## src/rtl/rvl_reg_arbiter.sv

```systemverilog
// rtl/rvl_reg_arbiter.sv - round-robin arbiter sharing one Reveal user register port
module rvl_reg_arbiter #(
  parameter int NUM_REQ    = 4,
  parameter int ADDR_WIDTH = 16,
  parameter int DATA_WIDTH = 16,
  parameter int RD_LATENCY = 1
) (
  input  logic                             sys_clk,
  input  logic                             rstn,
  input  logic [NUM_REQ-1:0]               req_valid,
  input  logic [NUM_REQ-1:0]               req_we,
  input  logic [NUM_REQ*ADDR_WIDTH-1:0]    req_addr,
  input  logic [NUM_REQ*DATA_WIDTH-1:0]    req_wdata,
  output logic [NUM_REQ-1:0]               req_ready,
  output logic [NUM_REQ-1:0]               rsp_valid,
  output logic [DATA_WIDTH-1:0]            rsp_rdata,
  output logic                             busy,
  output logic                             usr_ce,
  output logic                             usr_we,
  output logic [ADDR_WIDTH-1:0]            usr_addr,
  output logic [DATA_WIDTH-1:0]            usr_wdata,
  input  logic [DATA_WIDTH-1:0]            usr_rdata
);

  localparam int IDX_W = (NUM_REQ > 1) ? $clog2(NUM_REQ) : 1;
  localparam logic [IDX_W-1:0] LAST_RST = IDX_W'(NUM_REQ - 1);
  localparam logic [3:0]       CNT_LOAD = 4'(RD_LATENCY - 1);

  typedef enum logic [1:0] {S_IDLE, S_ACCESS, S_RD_WAIT, S_RESP} state_t;

  state_t                state_q, state_d;
  logic [IDX_W-1:0]      last_q, last_d;
  logic                  we_q, we_d;
  logic [ADDR_WIDTH-1:0] addr_q, addr_d;
  logic [DATA_WIDTH-1:0] wdata_q, wdata_d;
  logic [3:0]            cnt_q, cnt_d;
  logic [DATA_WIDTH-1:0] rdata_d;

  logic                  grant_found;
  logic [IDX_W-1:0]      grant_idx;
  logic [IDX_W-1:0]      cand;
  logic [NUM_REQ-1:0]    last_onehot;

  // Round-robin search: first valid requester after the last one served
  always_comb begin
    grant_found = 1'b0;
    grant_idx   = '0;
    cand        = '0;
    for (int k = 1; k <= NUM_REQ; k++) begin
      cand = IDX_W'((int'(last_q) + k) % NUM_REQ);
      if (!grant_found && req_valid[cand]) begin
        grant_found = 1'b1;
        grant_idx   = cand;
      end
    end
  end

  // Next-state logic, request latching and the combinational accept pulse
  always_comb begin
    state_d   = state_q;
    last_d    = last_q;
    we_d      = we_q;
    addr_d    = addr_q;
    wdata_d   = wdata_q;
    cnt_d     = cnt_q;
    rdata_d   = rsp_rdata;
    req_ready = '0;
    case (state_q)
      S_IDLE: begin
        if (grant_found && rstn) begin
          req_ready[grant_idx] = 1'b1;
          we_d    = req_we[grant_idx];
          addr_d  = req_addr[int'(grant_idx)*ADDR_WIDTH +: ADDR_WIDTH];
          wdata_d = req_wdata[int'(grant_idx)*DATA_WIDTH +: DATA_WIDTH];
          last_d  = grant_idx;
          state_d = S_ACCESS;
        end
      end
      S_ACCESS: begin
        if (we_q) begin
          rdata_d = '0;
          state_d = S_RESP;
        end else begin
          cnt_d   = CNT_LOAD;
          state_d = S_RD_WAIT;
        end
      end
      S_RD_WAIT: begin
        if (cnt_q == 4'd0) begin
          rdata_d = usr_rdata;
          state_d = S_RESP;
        end else begin
          cnt_d = cnt_q - 4'd1;
        end
      end
      S_RESP: begin
        state_d = S_IDLE;
      end
      default: begin
        state_d = S_IDLE;
      end
    endcase
    last_onehot = {{(NUM_REQ-1){1'b0}}, 1'b1} << last_d;
  end

  // State, pointer and registered register-port / response outputs
  always_ff @(posedge sys_clk) begin
    if (!rstn) begin
      state_q   <= S_IDLE;
      last_q    <= LAST_RST;
      we_q      <= 1'b0;
      addr_q    <= '0;
      wdata_q   <= '0;
      cnt_q     <= '0;
      busy      <= 1'b0;
      usr_ce    <= 1'b0;
      usr_we    <= 1'b0;
      usr_addr  <= '0;
      usr_wdata <= '0;
      rsp_valid <= '0;
      rsp_rdata <= '0;
    end else begin
      state_q   <= state_d;
      last_q    <= last_d;
      we_q      <= we_d;
      addr_q    <= addr_d;
      wdata_q   <= wdata_d;
      cnt_q     <= cnt_d;
      busy      <= (state_d != S_IDLE);
      usr_ce    <= (state_d == S_ACCESS);
      usr_we    <= (state_d == S_ACCESS) && we_d;
      usr_addr  <= (state_d == S_ACCESS) ? addr_d : '0;
      usr_wdata <= (state_d == S_ACCESS) ? wdata_d : '0;
      rsp_valid <= (state_d == S_RESP) ? last_onehot : '0;
      rsp_rdata <= rdata_d;
    end
  end

endmodule

```

## config.mk

```make
export PLATFORM = sky130hd
export DESIGN_NAME = rvl_reg_arbiter
export DESIGN_NICKNAME = d
export VERILOG_FILES = /design/src/rtl/rvl_reg_arbiter.sv
export SDC_FILE = /design/constraint.sdc
export NUM_CORES = 1
export LEC_CHECK = 0
export ABC_AREA = 1
export BUFFER_PORTS_ARGS = -buffer_cell sky130_fd_sc_hd__buf_2
export CELL_PAD_IN_SITES_DETAIL_PLACEMENT = 0
export CELL_PAD_IN_SITES_GLOBAL_PLACEMENT = 1
export CORE_ASPECT_RATIO = 0.5
export CORE_MARGIN = 2
export CORE_UTILIZATION = 33
export DETAILED_ROUTE_END_ITERATION = 6
export PLACE_DENSITY_LB_ADDON = 0.1
export SYNTH_ARGS = -nofsm -noshare
export SYNTH_HDL_FRONTEND = slang
export SYNTH_SLANG_ARGS = --single-unit
```

## constraint.sdc

```tcl
create_clock -name sys_clk -period 2.1 [get_ports sys_clk]
set_input_delay 0.105 -clock sys_clk [delete_from_list [all_inputs] [get_ports sys_clk]]
set_output_delay 0.105 -clock sys_clk [all_outputs]
set_load 0.01 [all_outputs]
```

# After elaboration in Yosys (flattened, before gate mapping)
# Index checks and enable logic that the tools add are counted.
# W data, S select, Z words.
[classes]
order_cmp = 6
reduce_logical = 17
n_eq_ne = 9
muxes = 40
add_sub_neg = 5
shifts = 3
[op_table]
columns = ["operator", "n"]
rows = [
  ["$shiftx A64 B7 Y16", 2],
  ["$mux W16", 6],
  ["$pmux W16 S2", 1],
  ["$mux W2", 8],
  ["$mux W4", 4],
  ["$lt A2 B3 Y1 const B", 5],
  ["$mux W1", 13],
  ["$bmux W1 S2", 5],
  ["$ne A2 B2 Y1 const B", 4],
  ["$pmux W2 S4", 1],
  ["$pmux W4 S2", 1],
  ["$eq A2 B2 Y1 const B", 3],
  ["$logic_and A1 B1 Y1", 6],
  ["$reduce_and A3 Y1", 2],
  ["$add A2 B1 Y2 const B", 2],
  ["$add A2 B2 Y2 const B", 2],
  ["$eq A2 B1 Y1 const B", 2],
  ["$logic_not A4 Y1", 1],
  ["$reduce_and A2 Y1", 2],
  ["$reduce_bool A2 Y1", 2],
  ["$shl A1 B2 Y4 const A", 1],
  ["$sub A4 B1 Y4 const B", 1],
  ["$logic_not A1 Y1", 3],
  ["$demux W1 S2", 1],
  ["other kinds (2)", 2],
]
[word_totals]
ff_bits = 96
elab_cells = 93

# Depth between registers and ports, before layout
[depth]
depth_word = 19
ltp_mapped = 18

# Worst setup path before layout
# No wires, ideal clock.
[synth_path]
kind = "flip-flop to flip-flop"
startpoint = "register state_q[0]"
endpoint = "register rsp_rdata[13]"
synth_period_minus_slack_ns = 1.856
slack_ns = 0.244
arrival_ns = 1.785
setup_ns = 0.071
path_stages_with_launch = 10
cell_sequence = "dfxtp_1 -> inv_1 -> ha_1 -> clkbuf_1 -> o21ai_0 -> o21ai_1 -> inv_1 -> clkbuf_1 -> nand3_1 -> a21oi_1"
[synth_via]
elab_chain_cells = 3
word_cells_on_any_way = 7
[synth_lines]
columns = ["element", "line", "source"]
rows = [
  ["start: declaration", "31", "state_t state_q, state_d;"],
  ["start signal: assignment", "123", "state_q <= state_d;"],
  ["$eq A2 B2 Y1 / $eq A2 B1 Y1 (equally long branches)", "68", "case (state_q)"],
  ["$ne A2 B2 Y1 (no line) / $reduce_bool A2 Y1 (equally long branches)", "--", ""],
  ["$reduce_and A3 Y1 (no line)", "--", ""],
  ["end signal: assignment", "135", "rsp_rdata <= rdata_d;"],
  ["end: declaration", "16", "output logic [DATA_WIDTH-1:0] rsp_rdata,"],
]
# Several ways; a longest one is shown, not always the timed one.
# A chain may end at the register's enable or synchronous reset.

# Worst setup path in the final report
[layout_path]
startpoint = "register last_q[0]"
endpoint = "output port req_ready[0]"
[layout_via]
elab_chain_cells = 19
word_cells_on_any_way = 34
[layout_lines]
columns = ["element", "line", "source"]
rows = [
  ["start: declaration", "32", "logic [IDX_W-1:0] last_q, last_d;"],
  ["start signal: assignment", "124", "last_q <= last_d;"],
  ["$add A2 B1 Y2", "50", "cand = IDX_W'((int'(last_q) + k) % NUM_REQ);"],
  ["$bmux W1 S2", "51", "if (!grant_found && req_valid[cand]) begin"],
  ["$mux W1 (implied by the code)", "51", ""],
  ["$mux W1", "51", ""],
  ["$logic_not A1 Y1", "51", ""],
  ["$logic_and A1 B1 Y1", "51", ""],
  ["$mux W1", "51", ""],
  ["$logic_not A1 Y1", "51", ""],
  ["[3 not listed]", "--", ""],
  ["$logic_and A1 B1 Y1", "51", ""],
  ["$mux W2", "51", ""],
  ["$lt A2 B3 Y1 (implied by the code) / $ge A2 B1 Y1 (equally long branches)", "71", "req_ready[grant_idx] = 1'b1;"],
  ["$logic_and A1 B1 Y1 (implied by the code)", "71", ""],
  ["$mux W1 (implied by the code)", "71", ""],
  ["$demux W1 S2", "71", ""],
  ["$mux W4 *", "70", "if (grant_found && rstn) begin"],
  ["$mux W4 *", "68", ""],
  ["end: declaration", "14", "output logic [NUM_REQ-1:0] req_ready,"],
]
# Mark *: on every way between the ends. The rest lies on a longest branch, timed or not. The select of a mux whose other input is x is not followed.

==> run metrics <==
CTS tree built; WP data required 2000 ps; Max clock buf depth 2; LEAKAGE 4.55 nW; Post-Route Skew 10.0 ps; R2R cell count 18; Post-synth ARST share 0%; Post-synth top cells nand2_1, nand3_1, inv_1; met1 Use GR 25.7%; Final Setup Violations 70; Post-DP HPWL 11200 um; most frequent cell after synthesis nand2_1; Final min period 2250 ps; Sink Count 96; FP Rows 32; Area Growth Syn to Fin 64.7%; worst rel slew slack 68.0%; worst slew pin tran 480 ps; Avg Cell Area, Syn 6.66 um^2; gr busiest metal met2; RSZ-0062 raised after global routing true; FF/Latch Area 1920 um^2; Post-DRT Antenna Nets 0; Synth top area share 37.4%; Final Cycle Share 107%; DRT iter0 DRCs 227; die width 181 um; vias 5776; failing checks negative setup slack; Initial Util 33.6%; GRT met2 Usage 34.6%; power per standard cell area 2180 nW/um^2; Worst Setup Slack, final -146 ps; clk root buf clkbuf_16; largest net degree at the start of global routing 37; flop2flop setup slack -100 ps; total global-route track usage 19.9%; Worst Setup SP last_q[0]$_SDFF_PN1_; final core occ 55.2%; first-pass GRT wire length 26800 um; share of cells above drive strength 1 47.1%; GPL Wtd Cong 0.804; Layout fillers 1490; die height 92.3 um; Via density 4.67; Seq/Total Area, Yosys 37.4%; final net count 1186; worst min path class input port to flip-flop; maximum vdd ir drop 1.17 mV; # DRC 0; worst r2r dst addr_q[4]$_SDFF_PN0_; final hold viol count 0; Final TNS setup -3990 ps; initial antenna violation count 0; Post-synth EDFFs 0; multi-input logic area 3280 um^2; vias in the first global route 5404; CP Class flip-flop to primary output; Worst-Skew Late Latency 350 ps; Worst setup EP type primary output; Avg WL per Cell 15.4 um; Clk pin slew, worst setup/hold paths 70 ps; FMAX 445 MHz; end of the critical path req_ready[0]; final wirelength 19100 um; Max H-tree Level 3; status finished, violations left; R2R Path Start last_q[0]$_SDFF_PN1_; yosys warns 0; core area 15300 um^2; Post-Syn Area 5140 um^2; Main synth FF type dfxtp_1; synthesized instance count 772; 1st-pass router iterations 4; max_cap viols 0; Slew Limit Fails 0; Crit Path Max Fanout 7; synthesis-stage register bit count 96; net count after synthesis 932; Place WS -29.5 ps; PortBufs 212; io pins 213; Post-Layout Cell Count 1236; GRT overflow 0; CP Launch Type flip-flop; top cell type by total area after synthesis dfxtp_1; Placed Cells 1176; met3 GRT Util 4.25%; Data arrival, critical path 2140 ps; die area 16700 um^2; CTS Buf Count 9; ranking of synthesized cells by area dfxtp_1, nand2_1, nand3_1, inv_1, nand3b_1; Yosys cell types 34
## critical path, stage by stage, from the launching register on
cell	delay (ps)
dfxtp_2	350
buf_6	150
clkinv_8	100
nand2_4	90
nand2_4	70
nand2_4	90
nand2_4	80
nor2_4	130
nand3_4	130
nand2_8	150
buf_12	130
nand3_4	70
nor2_2	100
buf_2	140
## layer usage
| layer | vias up | wire length (um) | part of all wire, % |
|---|---|---|---|
| met2 | 156 | 9170 | 48 |
| met4 | 0 | 171 | 0.90 |
| met5 | - | 0 | 0 |
| met3 | 11 | 957 | 5.0 |
| li1 | 2910 | - | - |
| met1 | 2699 | 8760 | 46 |
## worst min path at each step
stage                             start                          to  slack, ps  cells past startpoint
final                      usr_rdata[6]   rsp_rdata[6]$_SDFFE_PN0P_         10                      3
after floorplan                    rstn             busy$_SDFF_PN0_        250                      2
after global placement    usr_rdata[13]  rsp_rdata[13]$_SDFFE_PN0P_        370                      3
after CTS                 usr_rdata[10]  rsp_rdata[10]$_SDFFE_PN0P_       0.03                      3
after global routing      usr_rdata[12]  rsp_rdata[12]$_SDFFE_PN0P_          2                      3
after detailed placement   usr_rdata[8]   rsp_rdata[8]$_SDFFE_PN0P_        380                      3
## layout by cell type, fill, tap and decap left out, drive strengths merged
| cell type | count |
|---|---|
| nor2 | 50 |
| inv | 134 |
| bufbuf | 1 |
| diode | 1 |
| nand3b | 46 |
| ha | 6 |
| nand4 | 1 |
| clkbuf | 21 |
| xor2 | 1 |
| buf | 276 |
| xnor2 | 1 |
| nand2 | 197 |
| o21ai | 7 |
| nand3 | 142 |
| a21oi | 24 |
| dlygate4sd3 | 1 |
| or2 | 18 |
| dfxtp | 96 |
| nor3 | 6 |
| clkinv | 3 |
## cell type report
class / count / area share, %
multi-input combinational: 499 / 38.7
timing repair buffer: 288 / 25.7
sequential: 96 / 22.7
inverter: 132 / 6.29
tap: 204 / 3.01
clock buffer: 11 / 2.98
clock inverter: 5 / 0.546
antenna: 1 / 0.0295
## cells by family (layout without fill, tap and decap cells)
| kind of cell | Yosys count | after routing | synth area share, % |
|---|---|---|---|
| and+or+nand+nor | 460 | 460 | 42.8 |
| buffers and inverters | 177 | 436 | 14.9 |
| DFF | 96 | 96 | 37.4 |
| AOI/OAI and AO/OA | 31 | 31 | 3.16 |
| adders and majority gates | 6 | 6 | 1.46 |
| xor gates and xnor gates | 2 | 2 | 0.341 |
| other | 0 | 1 | 0 |
## sequential cells by signal, summed over array words and instances, names as in the netlist, 2 cells and up
register,count
addr_q,16
usr_addr,16
cnt_q,4
wdata_q,16
usr_wdata,16
rsp_rdata,16
rsp_valid,4
last_q,2
state_q,2
## through the flow
step | cell area, um^2 | hold slack, ps | total power, W
6_report | 8470 | 10.4 | 0.0185
3_3_place_gp | 6580 | 375 | 0.0108
3_5_place_dp | 6580 | 381 | 0.0109
2_1_floorplan | 5140 | 248 | 0.00834
5_1_grt | 8470 | 1.97 | 0.0198
4_1_cts | 7210 | 0.0271 | 0.0138
## power breakdown
part | internal, W | total (W) | switching (W)
registers | 0.00239 | 0.00258 | 0.000197
logic | 0.00648 | 0.0142 | 0.00776
clock network | 0.000893 | 0.00166 | 0.000768
total | 0.00976 | 0.0185 | 0.00873
## what timing repair did
item | 4_1_cts | 5_1_grt
endpoints found under the hold margin | 0 | 1
endpoints found under the setup margin | 32 | 76
pin swaps | 19 | 54
gates resized for setup | 44 | 203
gates cloned | 2 | 15
buffers inserted | 12 | 14
hold buffers | 0 | 1
No activity file was read; power rests on OpenSTA's default activity.
